## config.mk

```make
export PLATFORM = sky130hd
export DESIGN_NAME = bit_selection_16x8_ctrl_flat
export DESIGN_NICKNAME = d
export VERILOG_FILES = /design/src/rtl/bit_selection_16x8_ctrl_if.sv /design/src/rtl/bit_selection_16x8_ctrl.sv /design/src/flat_wrapper.sv
export SDC_FILE = /design/constraint.sdc
export NUM_CORES = 1
export LEC_CHECK = 0
export ABC_AREA = 1
export BUFFER_PORTS_ARGS = -buffer_cell sky130_fd_sc_hd__buf_2
export CAP_MARGIN = 20
export CORE_MARGIN = 10
export CORE_UTILIZATION = 52
export CTS_BUF_LIST = sky130_fd_sc_hd__clkbuf_4 sky130_fd_sc_hd__clkbuf_8 sky130_fd_sc_hd__clkbuf_16
export DETAILED_ROUTE_END_ITERATION = 7
export GPL_TIMING_DRIVEN = 0
export PLACE_DENSITY = 0.88
export SLEW_MARGIN = 10
export SYNTH_ARGS = -nofsm -noshare
export SYNTH_HDL_FRONTEND = slang
export SYNTH_SLANG_ARGS = --single-unit
```

## constraint.sdc

```tcl
create_clock -name clk -period 2 [get_ports clk]
set_input_delay 0.1 -clock clk [delete_from_list [all_inputs] [get_ports clk]]
set_output_delay 0.1 -clock clk [all_outputs]
set_load 0.05 [all_outputs]
```

## src/rtl/bit_selection_16x8_ctrl_if.sv

```systemverilog
// Word-in / window-out stream bundle for the 16x8 selector controller.
// The master drives the upstream word and the downstream ready.
interface bit_selection_16x8_ctrl_if #(
  parameter int DATA_WIDTH     = 16,
  parameter int COMMAND_WIDTH  = $clog2(DATA_WIDTH) - 1,
  parameter int OUT_DATA_WIDTH = DATA_WIDTH >> 1
);
  logic                      i_valid;
  logic                      o_ready;
  logic [DATA_WIDTH-1:0]     i_data_bus;
  logic [COMMAND_WIDTH-1:0]  i_start_cmd;
  logic [COMMAND_WIDTH-1:0]  i_stride;
  logic [COMMAND_WIDTH-1:0]  i_num_m1;
  logic                      o_valid;
  logic                      i_ready;
  logic [OUT_DATA_WIDTH-1:0] o_data_bus;
  logic [COMMAND_WIDTH-1:0]  o_cmd;
  logic                      o_last;

  modport master (
    output i_valid, i_data_bus, i_start_cmd,
    output i_stride, i_num_m1, i_ready,
    input  o_ready, o_valid, o_data_bus,
    input  o_cmd, o_last
  );

  modport slave (
    input  i_valid, i_data_bus, i_start_cmd,
    input  i_stride, i_num_m1, i_ready,
    output o_ready, o_valid, o_data_bus,
    output o_cmd, o_last
  );
endinterface

```

## src/rtl/bit_selection_16x8_ctrl.sv

```systemverilog
// 16-to-8 window selector plus the controller that steps it
// through a per-word start/stride/count schedule.
module bit_selection_16x8_comb #(
  parameter int DATA_WIDTH     = 16,
  parameter int COMMAND_WIDTH  = $clog2(DATA_WIDTH) - 1,
  parameter int OUT_DATA_WIDTH = DATA_WIDTH >> 1
) (
  input  logic [DATA_WIDTH-1:0]     data,
  input  logic [COMMAND_WIDTH-1:0]  cmd,
  input  logic                      valid,
  input  logic                      en,
  output logic [OUT_DATA_WIDTH-1:0] sel
);
  localparam int IW = COMMAND_WIDTH + 1;

  logic [IW-1:0] base;

  // command k picks word[k+8:k+1]
  assign base = IW'(cmd) + IW'(1);

  always_comb begin
    sel = '0;
    if (valid && en)
      sel = data[base +: OUT_DATA_WIDTH];
  end
endmodule

module bit_selection_16x8_ctrl #(
  parameter int DATA_WIDTH     = 16,
  parameter int COMMAND_WIDTH  = $clog2(DATA_WIDTH) - 1,
  parameter int OUT_DATA_WIDTH = DATA_WIDTH >> 1
) (
  input  logic clk,
  input  logic rst_n,
  input  logic i_en,
  bit_selection_16x8_ctrl_if.slave bus
);
  typedef enum logic {IDLE, RUN} state_t;

  state_t                   state_q, state_d;
  logic [DATA_WIDTH-1:0]    word_q, word_d;
  logic [COMMAND_WIDTH-1:0] cmd_q, cmd_d;
  logic [COMMAND_WIDTH-1:0] stride_q, stride_d;
  logic [COMMAND_WIDTH-1:0] cnt_q, cnt_d;
  logic                     ready, valid;
  logic                     last, accept, beat;

  always_ff @(posedge clk or negedge rst_n) begin
    if (!rst_n) begin
      state_q  <= IDLE;
      word_q   <= '0;
      cmd_q    <= '0;
      stride_q <= '0;
      cnt_q    <= '0;
    end else begin
      state_q  <= state_d;
      word_q   <= word_d;
      cmd_q    <= cmd_d;
      stride_q <= stride_d;
      cnt_q    <= cnt_d;
    end
  end

  always_comb begin
    state_d  = state_q;
    word_d   = word_q;
    cmd_d    = cmd_q;
    stride_d = stride_q;
    cnt_d    = cnt_q;
    ready    = 1'b0;
    valid    = 1'b0;
    last     = (state_q == RUN) &&
               (cnt_q == '0);
    unique case (state_q)
      IDLE: ready = i_en;
      RUN: begin
        valid = i_en;
        // reload only on the final beat
        ready = i_en & last & bus.i_ready;
      end
    endcase
    accept = bus.i_valid & ready;
    beat   = valid & bus.i_ready;
    if (beat) begin
      if (cnt_q != '0) begin
        cmd_d = cmd_q + stride_q;
        cnt_d = cnt_q - 1'b1;
      end else begin
        state_d = IDLE;
      end
    end
    if (accept) begin
      word_d   = bus.i_data_bus;
      cmd_d    = bus.i_start_cmd;
      stride_d = bus.i_stride;
      cnt_d    = bus.i_num_m1;
      state_d  = RUN;
    end
  end

  assign bus.o_ready = ready & rst_n;
  assign bus.o_valid = valid;
  assign bus.o_cmd   = cmd_q;
  assign bus.o_last  = last;

  bit_selection_16x8_comb #(
    .DATA_WIDTH    (DATA_WIDTH),
    .COMMAND_WIDTH (COMMAND_WIDTH),
    .OUT_DATA_WIDTH(OUT_DATA_WIDTH)
  ) u_sel (
    .data (word_q),
    .cmd  (cmd_q),
    .valid(state_q == RUN),
    .en   (i_en),
    .sel  (bus.o_data_bus)
  );
endmodule

```

## src/flat_wrapper.sv

```systemverilog
// flat-port wrapper written by rule: the top's interface ports become plain ports
module bit_selection_16x8_ctrl_flat 
#(
  parameter int DATA_WIDTH     = 16,
  parameter int COMMAND_WIDTH  = $clog2(DATA_WIDTH) - 1,
  parameter int OUT_DATA_WIDTH = DATA_WIDTH >> 1
)
  (clk, rst_n, i_en, bus_i_valid, bus_i_data_bus, bus_i_start_cmd, bus_i_stride, bus_i_num_m1, bus_i_ready, bus_o_ready, bus_o_valid, bus_o_data_bus, bus_o_cmd, bus_o_last);
  bit_selection_16x8_ctrl_if #(.DATA_WIDTH(DATA_WIDTH), .COMMAND_WIDTH(COMMAND_WIDTH), .OUT_DATA_WIDTH(OUT_DATA_WIDTH)) bus_i ();
  input  logic clk;
  input  logic rst_n;
  input  logic i_en;
  input wire logic [$bits(bus_i.i_valid)-1:0] bus_i_valid;
  input wire logic [$bits(bus_i.i_data_bus)-1:0] bus_i_data_bus;
  input wire logic [$bits(bus_i.i_start_cmd)-1:0] bus_i_start_cmd;
  input wire logic [$bits(bus_i.i_stride)-1:0] bus_i_stride;
  input wire logic [$bits(bus_i.i_num_m1)-1:0] bus_i_num_m1;
  input wire logic [$bits(bus_i.i_ready)-1:0] bus_i_ready;
  output wire logic [$bits(bus_i.o_ready)-1:0] bus_o_ready;
  output wire logic [$bits(bus_i.o_valid)-1:0] bus_o_valid;
  output wire logic [$bits(bus_i.o_data_bus)-1:0] bus_o_data_bus;
  output wire logic [$bits(bus_i.o_cmd)-1:0] bus_o_cmd;
  output wire logic [$bits(bus_i.o_last)-1:0] bus_o_last;
  assign bus_i.i_valid = bus_i_valid;
  assign bus_i.i_data_bus = bus_i_data_bus;
  assign bus_i.i_start_cmd = bus_i_start_cmd;
  assign bus_i.i_stride = bus_i_stride;
  assign bus_i.i_num_m1 = bus_i_num_m1;
  assign bus_i.i_ready = bus_i_ready;
  assign bus_o_ready = bus_i.o_ready;
  assign bus_o_valid = bus_i.o_valid;
  assign bus_o_data_bus = bus_i.o_data_bus;
  assign bus_o_cmd = bus_i.o_cmd;
  assign bus_o_last = bus_i.o_last;
  bit_selection_16x8_ctrl #(.DATA_WIDTH(DATA_WIDTH), .COMMAND_WIDTH(COMMAND_WIDTH), .OUT_DATA_WIDTH(OUT_DATA_WIDTH)) u_core (.clk(clk), .rst_n(rst_n), .i_en(i_en), .bus(bus_i));
endmodule
```

======== Word level (Yosys, flattened, before mapping) ========
Index checks and enable logic that the tools add are counted.
storage, ports and cells
  ROM bits ................................ 0
  output and inout bits ................... 14
  memory bits (writable) .................. 0
  latch bits .............................. 0
  input bits .............................. 30
  bits in registers ....................... 26
  memories kept ........................... 0
operators by class
  add/sub/neg operators ................... 3
  $lt $le $gt $ge ......................... 0
  eq/ne operators ......................... 1
  multipliers ............................. 0
  bitwise gates (word level) .............. 6
  reduce and logical (&&, ||, !) cells .... 8
  shift-type cells ........................ 1
  div/mod/pow operators ................... 0
  muxes and demuxes ....................... 12
operator list
  kind                 number
  $mux 3               6
  $shiftx 16x5->8      1
  $mux 8               1
  $and 1x1->1          5
  $add 3x1->4 const B  1
  $mux 1               4
  $reduce_and 2->1     2
  $reduce_bool 2->1    2
  $add 3x3->3          1
  $logic_not 3->1      1
  $reduce_bool 3->1    1
  $sub 3x1->3 const B  1
  $logic_and 1x1->1    2
  $ne 2x1->1 const B   1
  $pmux 1 s2           1
  $not 1->1            1

======== Depth between registers and ports, before layout ========
Gate-level depths: netlist (run 1).
  word-level depth ........................ 8
  gate-level depth with buffers ........... 10

======== By module ========
From an unflattened synthesis (run 1), not the netlist that was laid out.
second synthesis, totals
  cells, all modules ...................... 256
  area, all modules ....................... 1,790.5 µm²
modules (own cells, without submodules)
  module                   area each (µm²)  times used  cells each  sequential area each (µm²)
  bit_selection_16x8_ctrl  1,295.0          1           158         650.6
  bit_selection_16x8_comb  495.5            1           98          0.0

======== Worst setup path before layout (run 1) ========
Ideal clock, no wire load.
  kind .................................... register -> output
  from .................................... register u_core.cmd_q[1] (netlist: u_core.bus.o_cmd[1])
  to ...................................... output bus_o_data_bus[2]
  data required time ...................... 1.900 ns
  buffers on the path ..................... 1
  cell stages (with the launch flop) ...... 6
  slack ................................... -0.156 ns
  arrival ................................. 2.056 ns
  path through ............................ dfrtp_1 inv_1 clkbuf_1 nand3_1 nand3_1 a21oi_1
on the way
  longest elaborated chain between the ends .. 3
RTL lines
  element                 RTL line                       source
  start, declared         bit_selection_16x8_ctrl.sv:42  logic [COMMAND_WIDTH-1:0] cmd_q, cmd_d;
  start signal, assigned  bit_selection_16x8_ctrl.sv:58  cmd_q <= cmd_d;
  $add 3x1->4             bit_selection_16x8_ctrl.sv:19  assign base = IW'(cmd) + IW'(1);
  $shiftx 16x5->8         bit_selection_16x8_ctrl.sv:24  sel = data[base +: OUT_DATA_WIDTH];
  $mux 8                  bit_selection_16x8_ctrl.sv:23  if (valid && en)
  end, declared           flat_wrapper.sv:21             output wire logic [$bits(bus_i.o_data_bus)-1:0] bus_o_data_bus;
Every way passes these cells.

======== Worst setup path after layout (run 1) ========
  from .................................... register u_core.cmd_q[0] (netlist: u_core.bus.o_cmd[0])
  to ...................................... output bus_o_data_bus[7]
Same word-level chain as after synthesis.

==> metrics, run 1 <==
GPL Wtd Cong=0.916; Hold Vio Cnt, Final=0; vias in the first global route=1597; first-pass GRT wire length=7000 microns; Final setup viols=0; Crit Path Class=reg -> out; Iter 0 DRT Violations=234; core area=3030 sq um; max cap viols=0; Arr. time, crit path=1.81 ns; Critical Path RT=1.90 ns; sequential share of the synthesized area=0.382; Initial Utilization=0.541; most frequent cells in the layout=99 x nand2_1, 53 x nand3_1, 43 x buf_2; startpoint types=flip-flop; switching power=1.87 mW; RR Startpoint=u_core.cnt_q[0]; Worst Skew=0.00148 ns; FF+latch count, synth=25; crit path time final=1.91 ns; Die Wd=76.1 microns; Post-DP HPWL=3260 microns; first-pass iteration count of the detailed router=4; YS warnings=0; R2R setup slack=0.22 ns; Reg power frac=0.284; Worst VDD drop=0.625 mV; Final Max Slew Viols=0; leak pwr=1.11 nW; largest net degree at the start of global routing=27; Yosys top cell area share=0.382; count of input and output buffers=41; gr usage total=0.137; Core Rows=20; commonest non-fill, non-tap cell in the layout=nand2_1; H-tree lvl count=1; FMAX=523 MHz; maximum clock insertion buffer count=2; R2R depth=10; Root Driver=clkbuf_4; DR vias/cell=5.12; Layout area overhead=21.8%; worst skew pair latency=0.31 ns; combinational power share=0.648; Min-Delay Path Class=in -> reg; cells after synthesis=243; Clock Power Share=0.069; Avg Cell Area, Syn=6.74 sq um; Pwr per Cell Area=1700 nW/um^2; CTS Buf Count=3; Die Area=5790 sq um; RSZ-0062 raised after global routing=false; CP startpoint=u_core.bus.o_cmd[0]; total power=3.40 mW; Die Height=76.1 microns; I/O pin cnt=44; Setup crit end=bus_o_data_bus[7]; Reg2Reg Capture Point=u_core.word_q[1]; Syn Nets=277; Least-Margin Pin Slew=0.547 ns; Overflow after GRT=0; final WL=4070 microns; antenna diode count=0; largest cells by area after synthesis=dfrtp_1 38%, nand2_1 23%, nand3_1 16%; DRC Markers=0; setup TNS=0 ns; Routed WL per cell=12.2 microns; Setup crit end kind=output port; run status=finished clean; Worst Path Max Fanout=10; Net Sw Frac=0.551; area leader, netlist=dfrtp_1; share of layout cells above drive strength 1=0.234; vias after detailed routing=1709; CTS Sinks=25; P_int=1.53 mW; antenna-violating nets left=0; Final nets=325; Post-Syn Area=1640 sq um; Tcrit/Tclk final=0.955; Slew headroom=0.635; initial antenna violation count=0; CTS tree=done; Distinct cells, synth=19; Clock transition at path regs=0.13 ns
## what timing repair did
item                                   CTS  global route
hold buffers                             1             0
resized for setup                        3             8
endpoints found under the hold margin   25             0
pin swaps                                1             1
buffers inserted                         1             0
cloned                                   0             0
setup endpoints to repair                2             9
## power groups by stage
stage	clock (mW)	combinational [mW]	sequential [mW]
after global routing	0.254	2.47	0.997
after floorplan	0	1.61	1.01
after detailed placement	0	2.15	0.965
final	0.234	2.20	0.963
after CTS	0.240	2.17	0.953
after global placement	0	2.11	0.955
## worst min path at each step
stage | startpoint | end | slack, ns | cells after the start
2_1_floorplan | rst_n | u_core.bus.o_cmd[0] | -0.20 | 0
3_3_place_gp | rst_n | u_core.cnt_q[0] | 0.12 | 1
5_1_grt | bus_i_data_bus[10] | u_core.word_q[10] | 0.01 | 3
3_5_place_dp | rst_n | u_core.cnt_q[0] | 0.12 | 1
4_1_cts | bus_i_data_bus[2] | u_core.word_q[2] | 0.008 | 3
6_report | bus_i_data_bus[2] | u_core.word_q[2] | 0.01 | 3
## through the flow
stage	util	hold slack [ns]	cells	cell area [sq um]	worst slack, ns
after floorplan	-	-0.196	243	1670	0.131
after global placement	0.636	0.115	328	1930	0.239
after detailed placement	0.636	0.120	328	1930	0.202
after CTS	0.654	0.00792	334	1980	0.0422
after global routing	0.659	0.0141	334	2000	0.00464
final	0.659	0.0120	334	2000	0.0895
## registers in the layout, indices dropped and copies added, names as in the netlist
signal            cells
u_core.stride_q       3
u_core.cnt_q          3
u_core.state_q        1
u_core.word_q        15
u_core.bus.o_cmd      3
## critical path, stage by stage (launching register included)
cell and delay [ns]:
dfrtp_2 0.47, buf_2 0.19, o21ai_0 0.31, nand2_1 0.12, a21oi_1 0.17, nor2_2 0.05, buf_2 0.20
## synthesized netlist by cell type
library cell / count
inv_1: 18
nand3b_1: 4
o21ai_0: 6
xor2_1: 1
o21ai_4: 1
ha_1: 3
buf_6: 1
fa_1: 1
clkbuf_1: 7
dfrtp_1: 25
nor2_1: 3
nand3_2: 1
nand2_1: 100
o211ai_1: 2
a21oi_1: 10
nor2_2: 1
and2_1: 1
buf_2: 5
nand3_1: 53
## cell families after synthesis
logic type | Yosys count | share of synthesized area
xor gates and xnor gates | 1 | 0.00535
DFF | 25 | 0.382
adders and majority gates | 4 | 0.0351
buffers and inverters | 31 | 0.0794
and+or+nand+nor | 163 | 0.430
AOI/OAI and AO/OA | 19 | 0.0680
## per-layer routing
layer / routed length, microns / track usage
met2: 1890 / 0.219
met4: 51 / 0.0446
met5: 0 / 0
met1: 1840 / 0.182
met3: 293 / 0.0224
## cell type report
type                    count  area, sq um
fillers                   290         1030
multi-input cells         187          912
flip-flops and latches     25          628
repair buffers             43          231
plain buffers              13         71.3
inverters                  18         67.6
well taps                  44         55.1
clock buffers               4         30.0
Note: power is estimated with default switching activity, not from simulation.
==> run 2: changes to the inputs <==
GPL_TIMING_DRIVEN = not set   (was 0)
==> run 2 against run 1 <==
Effect of this change:
- total power up 3.6%
- count of clock-buffer cells in the layout unchanged
- clock skew is 0.0024 ns higher
- highest routed layer unchanged
- critical path type unchanged
- global-route usage decreased by 0.34 points
- clock power rose by 2%
- non-clock buffer count grew 2
==> metrics, run 2 (synthesis gave the netlist of run 1 again) <==
run status=finished clean; Largest Register=u_core.word_q; vias after detailed routing=1726; count of input and output buffers=42; maximum clock insertion buffer count=2; CTS Buf Count=3; Root Driver=clkbuf_4; first-pass iteration count of the detailed router=5; setup TNS=0 ns; Final Max Slew Viols=0; Routed WL per cell=13.3 microns; Die Area=5790 sq um; DR vias/cell=5.14; Min-Delay Path Class=in -> reg; max FFs per register=15; Critical Path RT=1.90 ns; Iter 0 DRT Violations=220; final WL=4470 microns; cell area after placement=1910 sq um; antenna-violating nets left=0; R2R setup slack=0.22 ns; Clock transition at path regs=0.14 ns; WHS Endpoint=u_core.cnt_q[0]; total power=3.52 mW; Least-Margin Pin Slew=0.437 ns; area taken by multi-input logic gates=910 sq um; Tcrit/Tclk final=0.954; hold wc startpoint=bus_i_num_m1[0]; post-route insts no fill=336; Overflow after GRT=0; commonest non-fill, non-tap cell in the layout=nand2_1; Crit Path Class=reg -> out; I/O pin cnt=44; Arr. time, crit path=1.81 ns; Initial Utilization=0.541; gr usage total=0.133; antenna diode count=0; most frequent cells in the layout=100 x nand2_1, 53 x nand3_1, 40 x buf_2; final instance area=2040 sq um; RR Startpoint=u_core.cnt_q[0]; CTS tree=done; Worst VDD drop=0.682 mV; Reg2Reg Capture Point=u_core.cnt_q[2]; core area=3030 sq um; Pwr per Cell Area=1720 nW/um^2; Hold Path Cell Cnt=3; max cap viols=0; crit path time final=1.91 ns; first-pass GRT wire length=6810 microns; Layout area overhead=24.8%; WHS=0.00843 ns; share of layout cells above drive strength 1=0.247; Worst Skew=0.00391 ns; RSZ-0062 raised after global routing=false; Post-Place Cells=321; R2R depth=9; Worst Path Max Fanout=7; Die Height=76.1 microns; FMAX=524 MHz; Final nets=327; Die Wd=76.1 microns; Post-DP HPWL=3150 microns; Core Rows=20; Reg area=628 sq um; vias in the first global route=1538; leak pwr=1.13 nW; H-tree lvl count=1; DRC Markers=0; startpoint types=flip-flop; Final setup viols=0; initial antenna violation count=0; Slew headroom=0.709; Hold Vio Cnt, Final=0; Setup crit end kind=output port; FILL cells=278; GPL Wtd Cong=0.901; CTS Sinks=25; worst skew pair latency=0.31 ns; largest net degree at the start of global routing=30
run 2: cell types whose count changed in the layout (fill, tap and decap cells not counted), moves of 2 or more:
cell           previous run  this run
buf_4                     1        11
clkbuf_1                  5         0
buf_2                    43        40
dlygate4sd3_1             1         4
buf_6                     3         1
clkbuf_2                  2         0
run 2: where the power goes:
part / leakage (nW) / internal [mW] / switching, mW
clock: 0.0184 / 0.0914 / 0.147
sequential: 0.304 / 0.750 / 0.243
combinational: 0.805 / 0.745 / 1.54
run 2: metrics by stage:
stage,setup WS (ns),utilization
2_1_floorplan,0.131,-
3_3_place_gp,0.344,0.629
3_5_place_dp,0.300,0.629
4_1_cts,0.0290,0.643
5_1_grt,0.00304,0.675
6_report,0.0923,0.675
run 2: worst max-delay path by stage:
| stage | endpoint | slack (ns) | cells after the start | startpoint |
|---|---|---|---|---|
| detailed placement | u_core.bus.o_cmd[1] | 0.30 | 8 | u_core.cnt_q[0] |
| global route | bus_o_data_bus[1] | 0.003 | 5 | u_core.bus.o_cmd[0] |
| finish | bus_o_ready | 0.09 | 6 | u_core.cnt_q[0] |
| CTS | bus_o_ready | 0.03 | 6 | u_core.cnt_q[0] |
| global placement | u_core.bus.o_cmd[1] | 0.34 | 8 | u_core.cnt_q[0] |
| floorplan | bus_o_data_bus[2] | 0.13 | 5 | u_core.bus.o_cmd[1] |
run 2: final cells by class:
type,count,share of cell area
multi-input combinational,187,0.445
sequential,25,0.307
timing repair buffer,58,0.171
inverter,18,0.0349
tap,44,0.0269
clock buffer,4,0.0147
run 2: worst max-delay path: stages, from the launching register on:
cell and delay, ns:
dfrtp_1 0.40, inv_1 0.10, ha_1 0.17, nand2_1 0.12, o21ai_4 0.26, and2_1 0.17, buf_2 0.26
run 2: what timing repair did:
| action | in CTS | in global routing |
|---|---|---|
| hold buffers | 1 | 3 |
| setup buffers | 0 | 7 |
| endpoints found under the hold margin | 25 | 3 |
| endpoints found under the setup margin | 0 | 9 |
| resized for setup | 0 | 6 |
run 2: layer usage:
layer / wire, microns / vias up / GRT usage
li1: - / 884 / -
met4: 36 / 0 / 0.0446
met3: 256 / 2 / 0.0165
met2: 2190 / 64 / 0.216
met5: 0 / - / 0
met1: 1990 / 776 / 0.178
